===== src/rtl/spike_rate_encoder_if.sv =====
// Handshake and spike bus between the host/sensor side and the rate encoder.
// The host drives in_valid/in_value; the encoder drives the rest.
interface spike_rate_encoder_if #(
    parameter int unsigned CHANNELS = 3,
    parameter int unsigned VAL_W    = 8
);
    logic                      in_valid;
    logic                      in_ready;
    logic [CHANNELS*VAL_W-1:0] in_value;
    logic [CHANNELS-1:0]       spike_out;
    logic                      busy;
    logic                      frame_done;

    modport master (
        output in_valid,
        output in_value,
        input  in_ready,
        input  spike_out,
        input  busy,
        input  frame_done
    );

    modport slave (
        input  in_valid,
        input  in_value,
        output in_ready,
        output spike_out,
        output busy,
        output frame_done
    );
endinterface


===== src/rtl/spike_rate_encoder.sv =====
// Accumulator-based rate coder: each accepted value set yields WINDOW spike ticks per channel.
// Optional SPIKE_ENC_REFRACT_EN adds a 1-tick refractory period per channel.
module spike_rate_encoder #(
    parameter int unsigned CHANNELS = 3,
    parameter int unsigned VAL_W    = 8,
    parameter int unsigned WINDOW   = 16
) (
    input  logic                 clk,
    input  logic                 resetn,
    spike_rate_encoder_if.slave  io_bus
);
    localparam int unsigned       TICK_W    = $clog2(WINDOW);
    localparam logic [TICK_W-1:0] LAST_TICK = TICK_W'(WINDOW - 1);

    typedef enum logic {
        S_IDLE = 1'b0,
        S_RUN  = 1'b1
    } state_t;

    state_t                         r_state, w_state_nxt;
    logic [TICK_W-1:0]              r_tick, w_tick_nxt;
    logic [CHANNELS-1:0][VAL_W-1:0] r_val, w_val_nxt;
    logic [CHANNELS-1:0][VAL_W-1:0] r_acc, w_acc_nxt;
    logic [CHANNELS-1:0]            r_spike, w_spike_nxt;
    logic                           r_done, w_done_nxt;
    logic                           r_ready, w_ready_nxt;
    logic                           w_accept;
`ifdef SPIKE_ENC_REFRACT_EN
    logic [CHANNELS-1:0]            r_refr, w_refr_nxt;
`endif

    // r_ready always equals the IDLE / last-tick decode of the current state
    assign w_accept = io_bus.in_valid & r_ready;

    // State, tick and per-channel datapath registers
    always_ff @(posedge clk) begin
        if (resetn) begin
            r_state <= S_IDLE;
            r_tick  <= '0;
            r_val   <= '0;
            r_acc   <= '0;
            r_spike <= '0;
            r_done  <= 1'b0;
            r_ready <= 1'b1;
`ifdef SPIKE_ENC_REFRACT_EN
            r_refr  <= '0;
`endif
        end else begin
            r_state <= w_state_nxt;
            r_tick  <= w_tick_nxt;
            r_val   <= w_val_nxt;
            r_acc   <= w_acc_nxt;
            r_spike <= w_spike_nxt;
            r_done  <= w_done_nxt;
            r_ready <= w_ready_nxt;
`ifdef SPIKE_ENC_REFRACT_EN
            r_refr  <= w_refr_nxt;
`endif
        end
    end

    // Next-state, accumulation and spike generation
    always_comb begin
        logic [VAL_W:0] w_sum;
        w_state_nxt = r_state;
        w_tick_nxt  = r_tick;
        w_val_nxt   = r_val;
        w_acc_nxt   = r_acc;
        w_spike_nxt = '0;
        w_done_nxt  = 1'b0;
        w_sum       = '0;
`ifdef SPIKE_ENC_REFRACT_EN
        w_refr_nxt  = r_refr;
`endif
        case (r_state)
            S_IDLE: begin
                if (w_accept) begin
                    w_state_nxt = S_RUN;
                    w_tick_nxt  = '0;
                    w_val_nxt   = io_bus.in_value;
                    w_acc_nxt   = '0;
`ifdef SPIKE_ENC_REFRACT_EN
                    w_refr_nxt  = '0;
`endif
                end
            end
            S_RUN: begin
                for (int unsigned i = 0; i < CHANNELS; i++) begin
                    w_sum        = {1'b0, r_acc[i]} + {1'b0, r_val[i]};
                    w_acc_nxt[i] = w_sum[VAL_W-1:0];
`ifdef SPIKE_ENC_REFRACT_EN
                    w_spike_nxt[i] = w_sum[VAL_W] & ~r_refr[i];
                    w_refr_nxt[i]  = w_sum[VAL_W] & ~r_refr[i];
`else
                    w_spike_nxt[i] = w_sum[VAL_W];
`endif
                end
                w_tick_nxt = r_tick + TICK_W'(1);
                if (r_tick == LAST_TICK) begin
                    // Spikes on this edge still belong to the finishing frame
                    w_done_nxt = 1'b1;
                    w_tick_nxt = '0;
                    if (w_accept) begin
                        w_val_nxt  = io_bus.in_value;
                        w_acc_nxt  = '0;
`ifdef SPIKE_ENC_REFRACT_EN
                        w_refr_nxt = '0;
`endif
                    end else begin
                        w_state_nxt = S_IDLE;
                    end
                end
            end
            default: begin
                w_state_nxt = S_IDLE;
            end
        endcase
        w_ready_nxt = (w_state_nxt == S_IDLE) || (w_tick_nxt == LAST_TICK);
    end

    assign io_bus.in_ready   = r_ready;
    assign io_bus.spike_out  = r_spike;
    assign io_bus.busy       = (r_state == S_RUN);
    assign io_bus.frame_done = r_done;
endmodule


===== src/flat_wrapper.sv =====
// flat-port wrapper written by rule: the top's interface ports become plain ports
module spike_rate_encoder_flat 
#(
    parameter int unsigned CHANNELS = 3,
    parameter int unsigned VAL_W    = 8,
    parameter int unsigned WINDOW   = 16
)
  (clk, resetn, io_bus_in_valid, io_bus_in_value, io_bus_in_ready, io_bus_spike_out, io_bus_busy, io_bus_frame_done);
  spike_rate_encoder_if #(.CHANNELS(CHANNELS), .VAL_W(VAL_W)) io_bus_i ();
  input  logic clk;
  input  logic resetn;
  input wire logic [$bits(io_bus_i.in_valid)-1:0] io_bus_in_valid;
  input wire logic [$bits(io_bus_i.in_value)-1:0] io_bus_in_value;
  output wire logic [$bits(io_bus_i.in_ready)-1:0] io_bus_in_ready;
  output wire logic [$bits(io_bus_i.spike_out)-1:0] io_bus_spike_out;
  output wire logic [$bits(io_bus_i.busy)-1:0] io_bus_busy;
  output wire logic [$bits(io_bus_i.frame_done)-1:0] io_bus_frame_done;
  assign io_bus_i.in_valid = io_bus_in_valid;
  assign io_bus_i.in_value = io_bus_in_value;
  assign io_bus_in_ready = io_bus_i.in_ready;
  assign io_bus_spike_out = io_bus_i.spike_out;
  assign io_bus_busy = io_bus_i.busy;
  assign io_bus_frame_done = io_bus_i.frame_done;
  spike_rate_encoder #(.CHANNELS(CHANNELS), .VAL_W(VAL_W), .WINDOW(WINDOW)) u_core (.clk(clk), .resetn(resetn), .io_bus(io_bus_i));
endmodule

===== config.mk =====
export PLATFORM = sky130hd
export DESIGN_NAME = spike_rate_encoder_flat
export DESIGN_NICKNAME = d
export VERILOG_FILES = /design/src/rtl/spike_rate_encoder_if.sv /design/src/rtl/spike_rate_encoder.sv /design/src/flat_wrapper.sv
export SDC_FILE = /design/constraint.sdc
export NUM_CORES = 1
export LEC_CHECK = 0
export CORE_ASPECT_RATIO = 0.6
export CORE_MARGIN = 2
export CORE_UTILIZATION = 25
export CTS_CLUSTER_DIAMETER = 80
export CTS_CLUSTER_SIZE = 16
export DETAILED_ROUTE_END_ITERATION = 8
export SETUP_SLACK_MARGIN = 0.1
export SYNTH_ARGS = -nofsm -noshare
export SYNTH_HDL_FRONTEND = slang
export SYNTH_SLANG_ARGS = --single-unit

===== constraint.sdc =====
create_clock -name clk -period 2.3 [get_ports clk]
set_input_delay 0.69 -clock clk [delete_from_list [all_inputs] [get_ports clk]]
set_output_delay 0.69 -clock clk [all_outputs]
set_load 0.02 [all_outputs]

==> run metrics, run 1 <==
status=complete, no violations; CTS H-tree depth=3; PD cells=660.8 nW/µm²; largest net degree at the start of global routing=30; IO buf count=32; Max Slew Vio Count=0; top-count cell post-synth=nand2_1; clk slew on worst S/H paths=50 ps; cell-internal power=1.985 mW; GPL Wtd Cong=0.8055; die height=90.12 µm; first-pass detailed-route iteration total=4; ANT cells=0; Final Hold Fails=0; WL final=7.417 mm; RSZ-0062 raised after global routing=false; critical path's largest stage delay=630 ps; cell with the largest stage delay on the worst path=clkdlybuf4s50_1; relative slew slack=54.49%; post-place setup slack=21.70 ps; number of remaining DRC errors=0; Crit Path Max Fanout=4; row count=31; via/cell ratio=4.532; maxcap violations=0; synth warn=0; Die X-Extent=147.5 µm; CTS Buf Count=9; largest cells by area after synthesis=dfxtp_1, ha_1, nand2_1; critical path launch point type=register; NumNets Final=459; Synth async-reset ratio=0%; Remaining Overflow, GRT=0; initial antenna violation count=0; # setup viols final=0; fillers=1,250; total nets after synthesis=411; Leak=1.618 nW; DRT iter0 DRCs=156; final worst path period need=2022 ps; final critical-path share of the clock period=87.89%; Reg power frac=41.1%; CTS tree=done; first-pass GRT wire length=12.28 mm; sequential element share of the synthesized area=37.57%; CP bufs+invs=1; Initial Utilization=25.62%; io pins=33; cts hold-fix bufs=0; Critical Path RT=1610 ps; Syn Inst Count=356; Net Switching=0.6390 mW; worst hold path depth=2; Main synth FF type=dfxtp_1; die area=13,300 µm²; setup TNS=0 ps; clock root buffer master=clkbuf_16; critical path class=reg -> out; Worst path depth=1; area grow syn2layout=28.50%; core area=12,060 µm²; Fmax achieved=494.7 MHz; Logic pwr share=12.9%; flops & latches, synth=58; R2R cell count=7; Cell variety after synth=52; Synth top cells by count=nand2_1, dfxtp_1, a21oi_1; vias in the first global route=2,467; crit-path cells=clkdlybuf4s50_1; Global Route Usage Sum=11.72%; Max clock buf depth=2; Critical Path AT=1330 ps; mapped cell area=3090 µm²; share of the synthesized area in the top cell type=37.57%; Final Cell Area=3971 µm²; Synth area leader=dfxtp_1; Mapped Avg Cell Area=8.681 µm²; DP HPWL=5.650 mm; Post-synth EDFFs=0; WL per Instance=12.94 µm; share of cells above drive strength 1=13.24%; final antenna-violating net count=0; Worst setup EP type=primary output; worst-skew pair later-pin latency=330 ps; CP top delay family=buffers and inverters; skew final=4.236 ps; via count=2,597; PostCTS Resize Cnt=0; pin slew with the least headroom to its limit=680.1 ps; final setup margin=278.5 ps; Post-CTS Setup Bufs=0; worst vdd ir=352.4 µV; Hold Crit Class=reg -> reg; Area after DPL=3699 µm²; switching share of power=24.35%; CTS sink count=58; clock group share of total power=46.1%
[cell usage in the layout, fill, tap and decap left out, drive strengths merged, types with 7 or more instances in the layout]
cell type	netlist	final
nand2	66	66
dfxtp	58	58
ha	25	25
a22oi	7	7
o21ai	14	14
a21oi	47	47
a211o	7	7
inv	12	12
nor2	28	28
o211ai	10	10
clkdlybuf4s50	0	32
clkbuf	3	13
buf	10	18
[power by group through the flow]
stage	clock network, mW	logic (mW)	registers [mW]
after global placement	0	0.332	1.10
after global routing	1.30	0.378	1.08
final	1.21	0.338	1.08
after CTS	1.25	0.342	1.08
after floorplan	0	0.206	1.09
after detailed placement	0	0.340	1.10
[stage by stage]
stage	hold WS [ps]	utilization [%]	std cells	total power [mW]
2_1_floorplan	431.2	-	356	1.299
3_3_place_gp	453.4	30.66	558	1.428
3_5_place_dp	452.2	30.66	558	1.437
4_1_cts	459.7	32.92	573	2.669
5_1_grt	471.2	32.92	573	2.760
6_report	457.0	32.92	573	2.624
[flip-flops by register name (all words and copies together) (netlist names)]
| register | count |
|---|---|
| u_core.r_tick | 4 |
| u_core.io_bus.in_ready | 1 |
| u_core.io_bus.frame_done | 1 |
| u_core.r_val | 24 |
| u_core.r_acc | 24 |
| u_core.io_bus.spike_out | 3 |
| u_core.io_bus.busy | 1 |
[final timing paths]
check	slack (ps)	end	start
setup / recovery	280	io_bus_in_ready	u_core.io_bus.in_ready
hold / removal	460	u_core.r_val[0]	u_core.r_val[0]
setup reg to reg	350	u_core.io_bus.spike_out[1]	u_core.r_val[8]
hold reg to reg	460	u_core.r_val[0]	u_core.r_val[0]
[metal layers]
metal	wire length (µm)	share of wire, %	GRT usage (%)	vias up
met5	0	0	0	-
li1	-	-	-	1388
met3	420	5.7	4.772	8
met2	2900	39	16.01	44
met4	71	0.96	2.885	0
met1	4024	54	16.88	1157
[cell type report]
cell class / count / area [µm²] / share of cell area [%]
Sequential cell: 58 / 1161 / 29.24
Tap cell: 165 / 206.4 / 5.198
Multi-Input combinational cell: 273 / 1805 / 45.46
Clock inverter: 2 / 12.51 / 0.3151
Clock buffer: 13 / 260.3 / 6.553
Inverter: 12 / 45.04 / 1.134
Timing Repair Buffer: 50 / 480.5 / 12.10
[logic make-up (layout without fill, tap and decap cells)]
kind of cell / after synthesis / in the layout / synth area share, %
compound gates: 118 / 118 / 27.45
xor+xnor: 2 / 2 / 0.5669
fa+ha+maj: 28 / 28 / 12.06
buf+inv: 25 / 77 / 4.008
flops: 58 / 58 / 37.57
simple gates: 125 / 125 / 18.34
Note: power is estimated with default switching activity, not from simulation.
==> inputs of run 2 (changes only) <==
==> constraint.sdc (replaced) <==
create_clock -name clk -period 2 [get_ports clk]
set_input_delay 0.2 -clock clk [delete_from_list [all_inputs] [get_ports clk]]
set_output_delay 0.2 -clock clk [all_outputs]
set_load 0.02 [all_outputs]
==> run 2 against run 1 <==
  * First-iteration DRC count increased by 5.8%
  * Combinational power increased by 11%
  * Cell count shrank 0.52%
  * Critical path type is now reg -> reg
  * Core utilization is 0.093 points higher
  * Highest routed layer unchanged
  * Sequential share of layout area fell by 0.051 points
  * Clock skew grew 2.2 ps
  * Clock-buffer cell count did not move
==> run metrics, run 2 (synthesized netlist as in run 1, its figures left out) <==
via/cell ratio=4.675; Leak=1.610 nW; CTS tree=done; routing usage on met3=4.365%; WL final=7.606 mm; # setup viols final=0; share of cells above drive strength 1=13.83%; worst vdd ir=364.1 µV; GPL Wtd Cong=0.8018; Final Hold Fails=0; die height=90.12 µm; via count=2,665; area grow syn2layout=28.87%; Worst setup EP type=register; final worst path period need=1816 ps; PD cells=801.5 nW/µm²; M2 GR Usage=15.04%; first-pass GRT wire length=12.44 mm; Fmax achieved=550.6 MHz; Global Route Usage Sum=11.88%; Max clock buf depth=2; pin slew with the least headroom to its limit=463.1 ps; critical path launch point type=register; ANT cells=0; core area=12,060 µm²; Hold Crit Class=in -> reg; worst r2r src=u_core.r_acc[0]; vias in the first global route=2,458; highest-count cells in the layout ignoring fill and taps=nand2_1, dfxtp_1, a21oi_1; sink of the worst hold path=u_core.r_val[10]; Max Slew Vio Count=0; Critical Path AT=2030 ps; relative slew slack=69.06%; worst-skew pair later-pin latency=330 ps; IO buf count=32; fillers=1,244; Initial Utilization=25.62%; CTS sink count=58; cell with the largest stage delay on the worst path=fa_2; clk slew on worst S/H paths=50 ps; CTS H-tree depth=3; met1 GRT Util=18.20%; maxcap violations=0; WL per Instance=13.34 µm; first-pass detailed-route iteration total=4; number of remaining DRC errors=0; total power=3.192 mW; critical path class=reg -> reg; grt peak-use layer=met1; area of the multi-input gates=1831 µm²; critical path's largest stage delay=380 ps; io pins=33; setup TNS=0 ps; clock root buffer master=clkbuf_16; cts hold-fix bufs=0; DRT iter0 DRCs=165; final critical-path share of the clock period=90.81%; FF+latch area=1162 µm²; Die X-Extent=147.5 µm; R2R cell count=6; die area=13,300 µm²; Critical Path RT=2220 ps; final antenna-violating net count=0; NumNets Final=456; initial antenna violation count=0; Remaining Overflow, GRT=0; CTS Buf Count=9; RSZ-0062 raised after global routing=false; hold wc startpoint=io_bus_in_value[10]; Crit Path Max Fanout=3; capturing point of the worst reg2reg path=u_core.r_acc[6]; status=complete, no violations; commonest non-fill, non-tap cell in the layout=nand2_1; largest net degree at the start of global routing=31; skew final=6.463 ps; Top Registers=u_core.r_acc: 24 flops, u_core.r_val: 24 flops, u_core.r_tick: 4 flops; crit-path cells=ha_1 > fa_2 > a211oi_1 > o21ai_1 > a21o_1 > a32o_1; worst hold path depth=3; reg2reg setup slack=180 ps; DP HPWL=5.671 mm; row count=31
-- run 2: power breakdown --
| part | switching (mW) | internal [mW] | total, mW |
|---|---|---|---|
| logic | 0.204 | 0.172 | 0.376 |
| registers | 0.0373 | 1.21 | 1.24 |
| clock network | 0.517 | 1.06 | 1.57 |
| total | 0.758 | 2.43 | 3.19 |
-- run 2: metal layers --
layer	part of all wire, %	wire length (µm)
met3	5.7	430
met4	0.47	36
met5	0	0
met1	55	4147
met2	39	2991
-- run 2: through the flow --
step	hold WS [ps]	instances	util [%]	instance area [µm²]	setup WS, ps
6_report	421.3	570	33.02	3983	183.7
2_1_floorplan	336.0	356	-	3090	225.0
5_1_grt	429.7	570	33.02	3983	102.7
4_1_cts	409.1	570	32.80	3956	100.7
3_5_place_dp	453.6	555	30.27	3651	109.1
3_3_place_gp	450.6	555	30.27	3651	160.0
-- run 2: worst max-delay path by stage --
stage | cells past startpoint | slack [ps] | startpoint | to
after floorplan | 6 | 220 | u_core.r_acc[0] | u_core.r_acc[6]
after global placement | 7 | 160 | u_core.r_acc[8] | u_core.r_acc[12]
after detailed placement | 6 | 110 | u_core.r_acc[0] | u_core.r_acc[6]
after CTS | 6 | 100 | u_core.r_acc[0] | u_core.r_acc[6]
after global routing | 6 | 100 | u_core.r_acc[0] | u_core.r_acc[6]
final | 6 | 180 | u_core.r_acc[0] | u_core.r_acc[6]
-- run 2: layout make-up --
type	instances	share of cell area (%)
multi-input combinational	273	45.96
inverter	12	1.131
timing repair buffer	47	10.87
tap	165	5.184
clock buffer	13	6.786
sequential	58	29.19
clock inverter	2	0.8797
-- run 2: worst max-delay path, delay by kind of cell (launching register included) --
family	cells	cell delay (ps)
AOI/OAI and AO/OA	4	780
adders and majority gates	2	620
DFF	1	310
-- run 2: what timing repair did --
item                                    CTS  global route
endpoints found under the hold margin     0             0
endpoints found under the setup margin    0             8
resized for setup                         0             7
setup buffers                             0             0
==> patch 1: new RTL, flow settings as in run 1 <==
`VAL_W` is set to 8 in 3 places; all go to 6.
--- a/src/rtl/spike_rate_encoder_if.sv
+++ b/src/rtl/spike_rate_encoder_if.sv
@@ -3,5 +3,5 @@
 interface spike_rate_encoder_if #(
     parameter int unsigned CHANNELS = 3,
-    parameter int unsigned VAL_W    = 8
+    parameter int unsigned VAL_W    = 6
 );
     logic                      in_valid;
--- a/src/rtl/spike_rate_encoder.sv
+++ b/src/rtl/spike_rate_encoder.sv
@@ -3,5 +3,5 @@
 module spike_rate_encoder #(
     parameter int unsigned CHANNELS = 3,
-    parameter int unsigned VAL_W    = 8,
+    parameter int unsigned VAL_W    = 6,
     parameter int unsigned WINDOW   = 16
 ) (
--- a/src/flat_wrapper.sv
+++ b/src/flat_wrapper.sv
@@ -3,5 +3,5 @@
 #(
     parameter int unsigned CHANNELS = 3,
-    parameter int unsigned VAL_W    = 8,
+    parameter int unsigned VAL_W    = 6,
     parameter int unsigned WINDOW   = 16
 )
Interface: changed (resized io_bus_in_value); port bits go from 33 to 27. No check against the original RTL was run, so the function may have changed too.
==> patch 1 against run 1 <==
- cell count decreased by 32%
- setup slack improved by 0.066 ns
- sequential power decreased by 21%
- non-clock buffer count decreased by 14
- total power decreased by 25%
- utilization decreased by 0.85 points
- cell area decreased by 27%
- via count decreased by 30%
- sequential cell count decreased by 12
- wire length decreased by 30%
- synthesized area decreased by 26%
- critical path type unchanged
- highest routed layer unchanged
==> patch 1: results (changes against run 1) <==
- The met2 wire length is 1960 um (-32%).
- The worst hold path startpoint is u_core.r_acc[4].
- The storage element area is 921 um2 (-21%).
- Ranked by instance count, the synthesized netlist is headed by dfxtp_1 (46), nor2_1 (43), ha_1 (19).
- The pin count of the biggest net entering global routing came to 22 (-27%).
- The later-pin clock latency in the skew report is 0.29 ns (-0.04 ns).
- The number of nets in the final layout is 317 (-31%).
- The max-slew headroom at the worst pin is 71.3% (+17 points).
- The sequential-to-total area share from yosys stat is 40.2% (+2.6 points).
- The placed instance count is 383 (-31%).
- The worst reg-to-reg path cell count is 6 (-1).
- The worst voltage drop across the vdd grid is 0.000339 V (-3.8%).
- The run finished with clean final reports.
- The power dissipated in sequential cells is 855 uW (-21%).
- The filler-free cell count of the finished design is 391 (-32%).
- The static power due to leakage was 0.00126 uW (-22%).
- The setup slack of the most critical reg-to-reg path is 0.46 ns (+0.11 ns).
- The routed length on met3 is 245 um (-42%).
- The cell area after placement is 2730 um2 (-26%).
- The met1 wire length was 2900 um (-28%).
- The number of fillers in the final layout is 938 (-25%).
- The number of clock buffers inserted by TritonCTS was 5 (-4).
- The worst-case setup slack after placement is 0.0962 ns (+0.0745 ns).
- The final worst hold slack is 0.478 ns (+0.0209 ns).
- The power in combinational cells is 261 uW (-23%).
- Yosys attributes the largest share of cell area to dfxtp_1 (40%), ha_1 (10%), mux2i_1 (7.9%).
- The maximum cell stage delay along the critical path is 0.61 ns (-0.02 ns).
- The count of buffers from port buffering is 26 (-19%).
- The maximum fanout count along the critical path is 3 (-1).
- The net switching power of the design came to 488 uW (-24%).
- The path with the worst hold slack has its endpoint at u_core.r_acc[4].
- The final clock skew came to 0.00683 ns (+0.00259 ns).
- The largest registers in the layout are u_core.r_acc: 18 flops, u_core.r_val: 18 flops, u_core.r_tick: 4 flops.
- The count of mapped cells out of synthesis was 242 (-32%).
## patch 1: worst max path at each step
stage	from	to
2_1_floorplan	u_core.r_acc[6]	u_core.r_acc[10]
3_3_place_gp	io_bus_in_valid	u_core.io_bus.in_ready
3_5_place_dp	resetn	u_core.r_acc[17]
4_1_cts	u_core.io_bus.in_ready	io_bus_in_ready
5_1_grt	resetn	u_core.r_acc[16]
6_report	u_core.io_bus.in_ready	io_bus_in_ready
## patch 1: logic make-up (layout without fill, tap and decap cells)
logic type,after synthesis,in the layout,share of synthesized area (%)
and+or+nand+nor,76,76,15.2
DFF,46,46,40.2
muxes,18,18,7.86
xor gates and xnor gates,6,6,2.29
buffers and inverters,14,47,3.49
adders and majority gates,22,22,13.0
AOI/OAI and AO/OA,60,60,18.0
## patch 1: layout make-up
type                    instances  share of cell area [%]
inverters                       3                   0.388
clock inverters                 3                    1.68
well taps                     116                    5.00
clock buffers                   5                    4.31
repair buffers                 36                    12.4
flip-flops and latches         46                    31.7
multi-input cells             182                    44.5
==> patch 2: new RTL, flow settings as in run 1 <==
Made on the original files. Make the reset (`resetn`) asynchronous in one clocked block.
--- a/src/rtl/spike_rate_encoder.sv
+++ b/src/rtl/spike_rate_encoder.sv
@@ -34,5 +34,5 @@
 
     // State, tick and per-channel datapath registers
-    always_ff @(posedge clk) begin
+    always_ff @(posedge clk or posedge resetn) begin
         if (resetn) begin
             r_state <= S_IDLE;
Behaviour: differs if resetn is asserted again (counterexample within 4 cycles, from zero or initial values and one cycle with resetn high); with resetn held inactive, the same outputs for 10 cycles.
==> patch 2 against run 1 <==
- setup slack improved by 0.022 ns
- critical endpoint is now u_core.r_acc[22]
- sequential cell count stayed put
- sequential share of layout area up 5.8 points
- cell area up 4.3%
- non-clock buffer count shrank 9
- synthesized area increased by 5.3%
- wire length down 5.3%
Power is not compared: it rests on default switching activity, and its combinational part moved more than twofold at a synthesized area within 25%.
==> patch 2: results (changes against run 1) <==
- The final clock skew was 0.00715 ns (+0.00291 ns).
- The first-pass GRT wire length is 12,000 um (-2.2%).
- The filler-free cell count of the finished design is 511 (-11%).
- The sequential-to-total area share from yosys stat was 44.7% (+7.1 points).
- The post-synth net total was 347 (-16%).
- The number of distinct standard cells referenced by the synthesized netlist came to 41 (-21%).
- The final worst hold slack came to 0.489 ns (+0.0317 ns).
- In the synthesized netlist, the cells that appear most often are dfrtp_1 (57), nand2_1 (30), ha_1 (25).
- The maximum fanout count along the critical path is 3 (-1).
- The number of fillers in the final layout came to 1,283 (+2.6%).
- The fraction of met3 tracks used by global routing is 4.73% (-0.043 points).
- The count of mapped cells out of synthesis was 292 (-18%).
- The setup slack of the most critical reg-to-reg path is 0.30 ns (-0.05 ns).
- In this run the critical register-to-register path is captured at u_core.r_acc[22].
- The routed length on met3 is 408 um (-2.9%).
- The max-slew headroom at the worst pin is 69.6% (+15 points).
- The met1 layer usage reported by global route is 15.5% (-1.3 points).
- The worst reg-to-reg path cell count is 6 (-1).
- The flow ran to the end, and the final reports show no timing, DRC or antenna violations.
- The number of global-route vias before repair is 2,405 (-2.5%).
- The final wirelength came to 7030 um (-5.3%).
- The startpoint identified for the worst hold timing path is u_core.r_acc[20].
- For hold timing, the worst endpoint is u_core.r_acc[20].
- The met1 wire length was 3710 um (-7.8%).
- The placed instance count is 496 (-11%).
- The signal arrival time at the worst endpoint is 2.22 ns (+0.89 ns).
- The pin count of the biggest net entering global routing is 29 (-3.3%).
- The met2 usage in global routing is 15.7% (-0.28 points).
- The final HPWL from detailed placement is 5060 um (-10%).
-- patch 2: repair_timing --
action                                  4_1_cts  5_1_grt
gates resized for setup                       0        2
endpoints found under the setup margin        0        2
hold buffers                                  0        0
-- patch 2: stage by stage --
stage,setup WS [ns],cell area [um2],total power [uW],utilization [%]
6_report,0.301,4140,6850,32.4
5_1_grt,0.171,4140,7510,32.4
4_1_cts,0.120,4130,6880,32.4
3_5_place_dp,0.0262,3840,5560,30.1
3_3_place_gp,0.0678,3840,5420,30.1
2_1_floorplan,0.184,3250,4710,-
-- patch 2: critical path, cell delays in order, from the launching register on --
cell	delay [ns]
dfrtp_1	0.39
ha_1	0.23
fa_1	0.45
a211oi_2	0.23
o21ai_0	0.16
a21o_1	0.18
a32o_1	0.24
-- patch 2: cell type report --
class	count	area, um2	area share [%]
inverter	16	60.1	1.45
clock buffer	13	280	6.77
sequential	58	1450	35.1
multi-input combinational	211	1690	40.7
tap	170	213	5.14
clock inverter	2	10.0	0.242
timing repair buffer	41	440	10.6
-- patch 2: worst max-delay path by stage --
stage,depth (start not counted),to,start,slack (ns)
2_1_floorplan,1,u_core.io_bus.busy,resetn,0.18
3_3_place_gp,5,u_core.r_val[6],io_bus_in_valid,0.07
3_5_place_dp,5,u_core.r_val[5],io_bus_in_valid,0.03
4_1_cts,1,io_bus_in_ready,u_core.io_bus.in_ready,0.12
5_1_grt,6,u_core.r_acc[22],u_core.r_val[16],0.17
6_report,6,u_core.r_acc[22],u_core.r_val[16],0.30
-- patch 2: power breakdown --
| group | switching [uW] | internal [uW] | total (uW) | leakage, uW |
|---|---|---|---|---|
| logic | 1820 | 1820 | 3650 | 0.00100 |
| registers | 351 | 1570 | 1920 | 0.000701 |
| clock network | 447 | 835 | 1280 | 0.000147 |
